<file path="config.mk">
export PLATFORM = sky130hd
export DESIGN_NAME = count_preload_seq
export DESIGN_NICKNAME = d
export VERILOG_FILES = /design/src/rtl/count_preload_seq_pkg.sv /design/src/rtl/count_preload_seq_preload_fifo.sv /design/src/rtl/count_preload_seq.sv
export SDC_FILE = /design/constraint.sdc
export NUM_CORES = 1
export LEC_CHECK = 0
export BUFFER_PORTS_ARGS = -buffer_cell sky130_fd_sc_hd__buf_2
export CAP_MARGIN = 25
export CORE_MARGIN = 3
export CORE_UTILIZATION = 30
export DETAILED_ROUTE_END_ITERATION = 6
export GPL_TIMING_DRIVEN = 0
export HOLD_SLACK_MARGIN = 0.06
export PLACE_DENSITY_LB_ADDON = 0.15
export SETUP_SLACK_MARGIN = 0.15
export SLEW_MARGIN = 20
export SYNTH_ARGS = -nofsm -noshare
export SYNTH_HDL_FRONTEND = slang
export SYNTH_SLANG_ARGS = --single-unit
</file>
<file path="constraint.sdc">
create_clock -name clk -period 7.7 [get_ports clk]
set_clock_uncertainty 0.15 [all_clocks]
set_input_delay 1.925 -clock clk [delete_from_list [all_inputs] [get_ports clk]]
set_output_delay 1.925 -clock clk [all_outputs]
set_load 0.1 [all_outputs]
</file>
<file path="src/rtl/count_preload_seq_pkg.sv">
// Shared types and constants for the preload sequencer.
package count_preload_seq_pkg;

  localparam int unsigned DEPTH = 4;
  localparam int unsigned CNT_W = 4;
  // Occupancy has to represent 0..DEPTH inclusive.
  localparam int unsigned LVL_W = $clog2(DEPTH + 1);
  localparam logic [CNT_W-1:0] TERMINAL = 4'hF;

  typedef enum logic [0:0] {
    IDLE,
    RUN
  } state_t;

endpackage

</file>
<file path="src/rtl/count_preload_seq_preload_fifo.sv">
// Preload FIFO: DEPTH entries of CNT_W bits with exact registered occupancy.
// A push while full is dropped even if a pop happens in the same cycle, and
// a pop on an empty FIFO is ignored (no bypass from push to head).
module preload_fifo
  import count_preload_seq_pkg::*;
(
  input  logic             clk,
  input  logic             rst,
  input  logic             push,
  input  logic [CNT_W-1:0] push_data,
  input  logic             pop,
  output logic [CNT_W-1:0] head,
  output logic [LVL_W-1:0] level,
  output logic             full
);

  localparam int unsigned PTR_W = $clog2(DEPTH);

  logic [CNT_W-1:0] mem_q [DEPTH];
  logic [PTR_W-1:0] wr_ptr_q, rd_ptr_q;
  logic [LVL_W-1:0] level_q;
  logic             do_push, do_pop;

  assign full    = (level_q == LVL_W'(DEPTH));
  assign do_push = push && !full;
  assign do_pop  = pop && (level_q != '0);
  assign head    = mem_q[rd_ptr_q];
  assign level   = level_q;

  // Storage array; contents need no reset since level gates their use.
  always_ff @(posedge clk) begin
    if (do_push) begin
      mem_q[wr_ptr_q] <= push_data;
    end
  end

  // Pointers and occupancy.
  always_ff @(posedge clk) begin
    if (rst) begin
      wr_ptr_q <= '0;
      rd_ptr_q <= '0;
      level_q  <= '0;
    end else begin
      if (do_push) begin
        wr_ptr_q <= wr_ptr_q + PTR_W'(1);
      end
      if (do_pop) begin
        rd_ptr_q <= rd_ptr_q + PTR_W'(1);
      end
      if (do_push && !do_pop) begin
        level_q <= level_q + LVL_W'(1);
      end else if (do_pop && !do_push) begin
        level_q <= level_q - LVL_W'(1);
      end
    end
  end

endmodule

</file>
<file path="src/rtl/count_preload_seq.sv">
// Preload sequencer for a downstream 4-bit loadable up counter. Values queued
// in the preload FIFO are loaded into the counter on start and at each
// terminal count; an empty FIFO at terminal count raises an underrun pulse.
// Optional feature: define COUNT_PRELOAD_SEQ_UNDERRUN_CNT_EN for a saturating
// underrun counter; otherwise underrun_cnt is tied to zero.
module count_preload_seq
  import count_preload_seq_pkg::*;
(
  input  logic             clk,
  input  logic             rst,
  input  logic             enable,
  input  logic             in_valid,
  input  logic [CNT_W-1:0] in_data,
  output logic             in_ready,
  input  logic [CNT_W-1:0] count,
  output logic             load,
  output logic [CNT_W-1:0] data_out,
  output logic [LVL_W-1:0] level,
  output logic             underrun,
  output logic [CNT_W-1:0] underrun_cnt
);

  state_t state_q, state_d;
  logic   full;
  logic   push;

  assign in_ready = !full && !rst;
  assign push     = in_valid && in_ready;

  preload_fifo u_fifo (
    .clk       (clk),
    .rst       (rst),
    .push      (push),
    .push_data (in_data),
    .pop       (load),
    .head      (data_out),
    .level     (level),
    .full      (full)
  );

  // Mealy load/underrun decode and next-state selection.
  always_comb begin
    load     = 1'b0;
    underrun = 1'b0;
    state_d  = state_q;
    if (rst) begin
      state_d = IDLE;
    end else if (!enable) begin
      state_d = IDLE;
    end else begin
      unique case (state_q)
        IDLE: begin
          if (level != '0) begin
            load    = 1'b1;
            state_d = RUN;
          end
        end
        RUN: begin
          if (count == TERMINAL) begin
            // Load in place of the wrap when a value is queued.
            if (level != '0) begin
              load = 1'b1;
            end else begin
              underrun = 1'b1;
            end
          end
        end
        default: state_d = IDLE;
      endcase
    end
  end

  // State register.
  always_ff @(posedge clk) begin
    if (rst) begin
      state_q <= IDLE;
    end else begin
      state_q <= state_d;
    end
  end

`ifdef COUNT_PRELOAD_SEQ_UNDERRUN_CNT_EN
  logic [CNT_W-1:0] ucnt_q;

  // Saturating count of underrun pulses, cleared only by reset.
  always_ff @(posedge clk) begin
    if (rst) begin
      ucnt_q <= '0;
    end else if (underrun && (ucnt_q != '1)) begin
      ucnt_q <= ucnt_q + CNT_W'(1);
    end
  end

  assign underrun_cnt = ucnt_q;
`else
  assign underrun_cnt = '0;
`endif

endmodule

</file>
---- Yosys cells after proc, flatten, opt, wreduce, memory -nomap -nowiden ----
Memories as Yosys holds them, arrays and structs flattened. A register that Yosys moved wholly into a read port is not among the register bits.
Index checks and enable logic that the tools add are counted.
storage, ports and cells
  bits in registers ....................... 8
  latch bits .............................. 0
  bits in writable memories ............... 16
  ROM bits ................................ 0
  output and inout bits ................... 14
  memories kept ........................... 1
cells by class
  add/sub/neg operators ................... 4
  multipliers ............................. 0
  divide/modulo/power cells ............... 0
  $lt $le $gt $ge ......................... 0
  equality and inequality tests ........... 2
  shift-type cells ........................ 0
  mux-type cells .......................... 17
  bitwise gates (word level) .............. 2
  reduce and logical (&&, ||, !) cells .... 13
memory list
  memory        depth  bits a word  read ports  clocked after memory_dff  write ports  line                                  source
  u_fifo.mem_q  4      4            1           1                         1            count_preload_seq_preload_fifo.sv:19  logic [CNT_W-1:0] mem_q [DEPTH];
operators with widths
  operator                                                             count
  1-bit 2-to-1 mux                                                     12
  1-bit logical AND                                                    6
  3-bit 2-to-1 mux                                                     2
  2-bit by 1-bit adder with 2-bit output (second input constant)       2
  4-bit == test (second input constant)                                1
  1-bit logical NOT                                                    4
  2-bit 2-to-1 mux                                                     2
  3-bit by 1-bit adder with 3-bit output (second input constant)       1
  3-bit == test (second input constant)                                1
  3-bit nonzero test                                                   1
  3-bit by 1-bit subtractor with 3-bit output (second input constant)  1
  1-bit inverter                                                       2
  1-bit case mux with 2 select lines                                   1
  2-bit nonzero test                                                   1
  2-bit OR reduction                                                   1

---- Depth between registers and ports, before layout ----
  depth after elaboration ................. 10
  gate-level depth with buffers ........... 9

---- Modules after synthesis ----
A second synthesis with hierarchy kept.
unflattened totals
  cell total of the unflattened synthesis .. 83
  area, all modules ....................... 1158.6 µm²
modules (own cells, without submodules)
  module             instances  cells each  area an instance (µm²)
  preload_fifo       1          67          1042.2
  count_preload_seq  1          16          116.4

---- Least setup slack after synthesis ----
Ideal clock, no wire load.
  kind .................................... input port to output port
  start point ............................. in rst
  end point ............................... out underrun
  data arrival time ....................... 4401 ps
  data required time ...................... 5625 ps
  path slack .............................. 1224 ps
  stages on the path ...................... 4
  cells stage by stage .................... clkbuf_1 nor2b_1 nand2_1 nor3_1
on the way
  cells in the longest elaborated chain, start to end .. 1
ends and longest elaborated chain
  item                line                     source
  start: declaration  count_preload_seq.sv:10  input logic rst,
  1-bit 2-to-1 mux    count_preload_seq.sv:46  if (rst) begin
  end: declaration    count_preload_seq.sv:19  output logic underrun,
No other way between the ends.

---- Worst setup path after layout ----
Ends and elaborated chain as after synthesis.

==> key figures <==
Logic synthesis
  – Yosys warning total: 0
  – Compound-cell area share of the yosys netlist: 0.0369
  – Synth Area in XOR/XNOR: 0.0148
  – #FFs+latches synth: 26
  – Synth Area per Inst: roughly 14 um2
  – Cell taking the most area after synthesis: edfxtp_1
  – Register area share after synthesis: 0.574
  – Synth Area in Adders: 0.0696
  – Synth Instances: 84
  – Post-Synthesis Cell Area: 1190 um2
  – Largest family of logic cells by synthesized area: multiplexers
  – Area share of the largest cell type after synthesis: 0.405
  – Post-synthesis mux area share: 0.134
  – Synth top area cells: edfxtp_1, dfxtp_1, mux4_2
  – Cell variety after synth: 30
  – Post-Synth Simple-Gate Area: 0.130

Clock network
  – Root Buffer: clkbuf_8
  – Skew-Pair Late Insertion Delay: roughly 0.27 ns
  – PostCTS Resize Cnt: 0
  – Clock transition at the registers of the reported paths: 0.09 ns
  – Clk sinks: 26
  – CTS tree: done
  – Cts bufs inserted: 3
  – Clock Path Buffers: 2
  – # Post-CTS Setup Buffers: 0
  – Hold buffers post-CTS: 0
  – H-tree depth: 1

Route
  – Vias: 701
  – DRC Markers: 0
  – Routed wire length: roughly 2.0 mm
  – 1st-iter DRT viols: 24
  – 1st-pass router iterations: 4
  – Wire per inst: 12.2 um
  – Routed Antenna Nets: 0
  – Vias/cell: 4.38

Worst setup path
  – CP Class: primary input to primary output
  – Crit. End Element: primary output
  – Reg2reg end: u_fifo.level[2]
  – Arrival time at the worst endpoint: 3.19 ns
  – Critical-path cell list: buf_2 > clkbuf_1 > nor2b_1 > nand2_1 > nor3_1 > buf_2
  – FF-to-FF path depth: 8
  – Flop-to-flop setup slack: approximately 5 ns
  – CP dominant cell by count: buf_2
  – Worst stage delay on the critical path: 0.45 ns
  – Startpoint types: primary input
  – Slowest stage cell, crit path: buf_2
  – Crit-path max FO: 10
  – Req. time, crit path: 5.62 ns
  – Critical R2R Launch: u_fifo.level[0]

Min path
  – Worst hold path class: flip-flop to flip-flop
  – Hold endpoint: u_fifo.wr_ptr_q[0]
  – Worst Hold Depth: 1
  – Hold Crit Start: u_fifo.wr_ptr_q[0]

Timing
  – Final setup fails: 0
  – Post-route minimum period: around 5.3 ns
  – Setup TNS: 0 ns
  – Period utilisation layout: 0.684
  – Final Hold Vio Count: 0
  – RSZ-0062 raised after global routing: no
  – FMAX: about 0.19 GHz
  – Final WS setup: approximately 2.4 ns
  – Slew Viols, Final: 0

Global route
  – GRT Total Usage: 0.0946
  – Pin count of the biggest net entering global routing: 16
  – GR Overflow Total: 0
  – Vias in the first global route: 671
  – First-pass GRT wire length: ~3.2 mm
  – Initial antenna violation count: 0

Pwr
  – Internal power: 0.298 mW
  – Clock power share: 0.211
  – Total Power: 0.529 mW
  – Worst vdd ir: 0.148 mV
  – P_sw: 0.231 mW
  – Pwr per Cell Area: 369 nW/um2
  – Sequential share of power: 0.366
  – Leakage: 0.579 nW
  – Combinational Power Share: 0.423
  – Sw frac: 0.436

Floorplan
  – # rows: 22
  – Die X: 68.9 um
  – Initial Util: 0.317
  – Core Area: 3740 um2
  – I/O pins: 26
  – Die area: 4740 um2
  – Die height: 68.9 um

Placed design
  – Post-DP HPWL: 1.50 mm
  – Routability cong.: 0.754
  – Post-place setup slack: roughly 2.4 ns
  – Port-buffer cells: 21

Layout
  – Filler Cell Count: 375
  – Reg area: between 600 and 700 um2
  – Synth-to-Final Area Change: 20.9%
  – Ant. Diodes: 0
  – Final Core Density: 0.383
  – Multi-input combinational cell area: 472 um2
  – Post-layout net count: 131
  – Ratio of cells with drive above 1 in the final layout: 0.402

Run
  – Max cap viols: 0

Run status
  – Status: finished clean
-- sequential cells by signal, indices dropped and copies added (netlist names), named ones only --
name	cells
state_q	1
u_fifo.level	3
u_fifo.mem_q	16
u_fifo.rd_ptr_q	2
u_fifo.wr_ptr_q	2
-- per-layer routing --
layer	GRT usage	wire length [um]	vias to the layer above
li1	-	-	351
met1	0.123	899	338
met2	0.152	951	10
met3	0.0324	92	2
met4	0.0219	8	0
met5	0	0	-
-- cells in the mapped netlist (all sizes together) --
cell / number
a21oi: 3
or3: 2
mux2: 4
o311ai: 1
nor2b: 3
o21a: 1
buf: 4
mux4: 4
nand3: 1
nand2b: 1
xor2: 2
nor3b: 2
inv: 3
dfxtp: 10
fa: 1
mux2i: 2
nor3: 1
and2: 4
o31ai: 1
and3: 1
nand2: 2
clkbuf: 1
nand4: 1
ha: 5
conb: 1
nor2: 6
o21ai: 1
edfxtp: 16
-- worst max-delay path, delay by kind of cell --
family / cells / cell delay, ns
AND/OR/NAND/NOR: 3 / 0.47
buffers and inverters: 3 / 0.80
-- power by group through the flow --
stage	combinational [mW]	clock, mW	sequential [mW]
after global placement	0.224	0	0.196
after CTS	0.226	0.115	0.195
after floorplan	0.153	0	0.234
final	0.224	0.111	0.194
after detailed placement	0.225	0	0.198
after global routing	0.239	0.121	0.199
-- stage by stage --
stage | cells | area [um2] | hold slack [ns]
2_1_floorplan | 87 | 1200 | 0.325
3_3_place_gp | 156 | 1360 | 0.346
3_5_place_dp | 156 | 1360 | 0.377
4_1_cts | 160 | 1430 | 0.399
5_1_grt | 160 | 1430 | 0.441
6_report | 160 | 1430 | 0.395
-- placed cells by master (no fill, tap or decap), drive strengths merged --
cell type,n
buf,25
edfxtp,16
dfxtp,10
nor2,6
ha,5
mux4,4
and2,4
conb,4
mux2,4
clkbuf,4
inv,3
nor2b,3
a21oi,3
nand2,2
or3,2
mux2i,2
xor2,2
nor3b,2
nand4,1
nand3,1
and3,1
nor3,1
o31ai,1
o311ai,1
o21a,1
o21ai,1
nand2b,1
fa,1
bufinv,1
-- cells by family after synthesis --
family	after synthesis
fa+ha+maj	6
other cells	1
compound gates	7
mux	10
buf+inv	8
xor+xnor	2
flops	26
simple gates	24
-- worst max path at each step --
stage                     cells after the start  slack, ns  from       end
after global routing                          6       2.24   rst  underrun
after floorplan                               4       1.22   rst  underrun
after detailed placement                      6       2.41   rst  underrun
after global placement                        6       2.44   rst  underrun
final                                         6       2.43   rst  underrun
after CTS                                     6       2.41   rst  underrun
-- layout make-up --
type,count,share of cell area
flip-flops and latches,26,0.475
multi-input cells,53,0.329
repair buffers,21,0.0733
well taps,48,0.0419
clock buffers,3,0.0288
plain buffers,5,0.0236
clock inverters,1,0.0209
inverters,3,0.00785
Note: power is estimated with default switching activity, not from simulation.
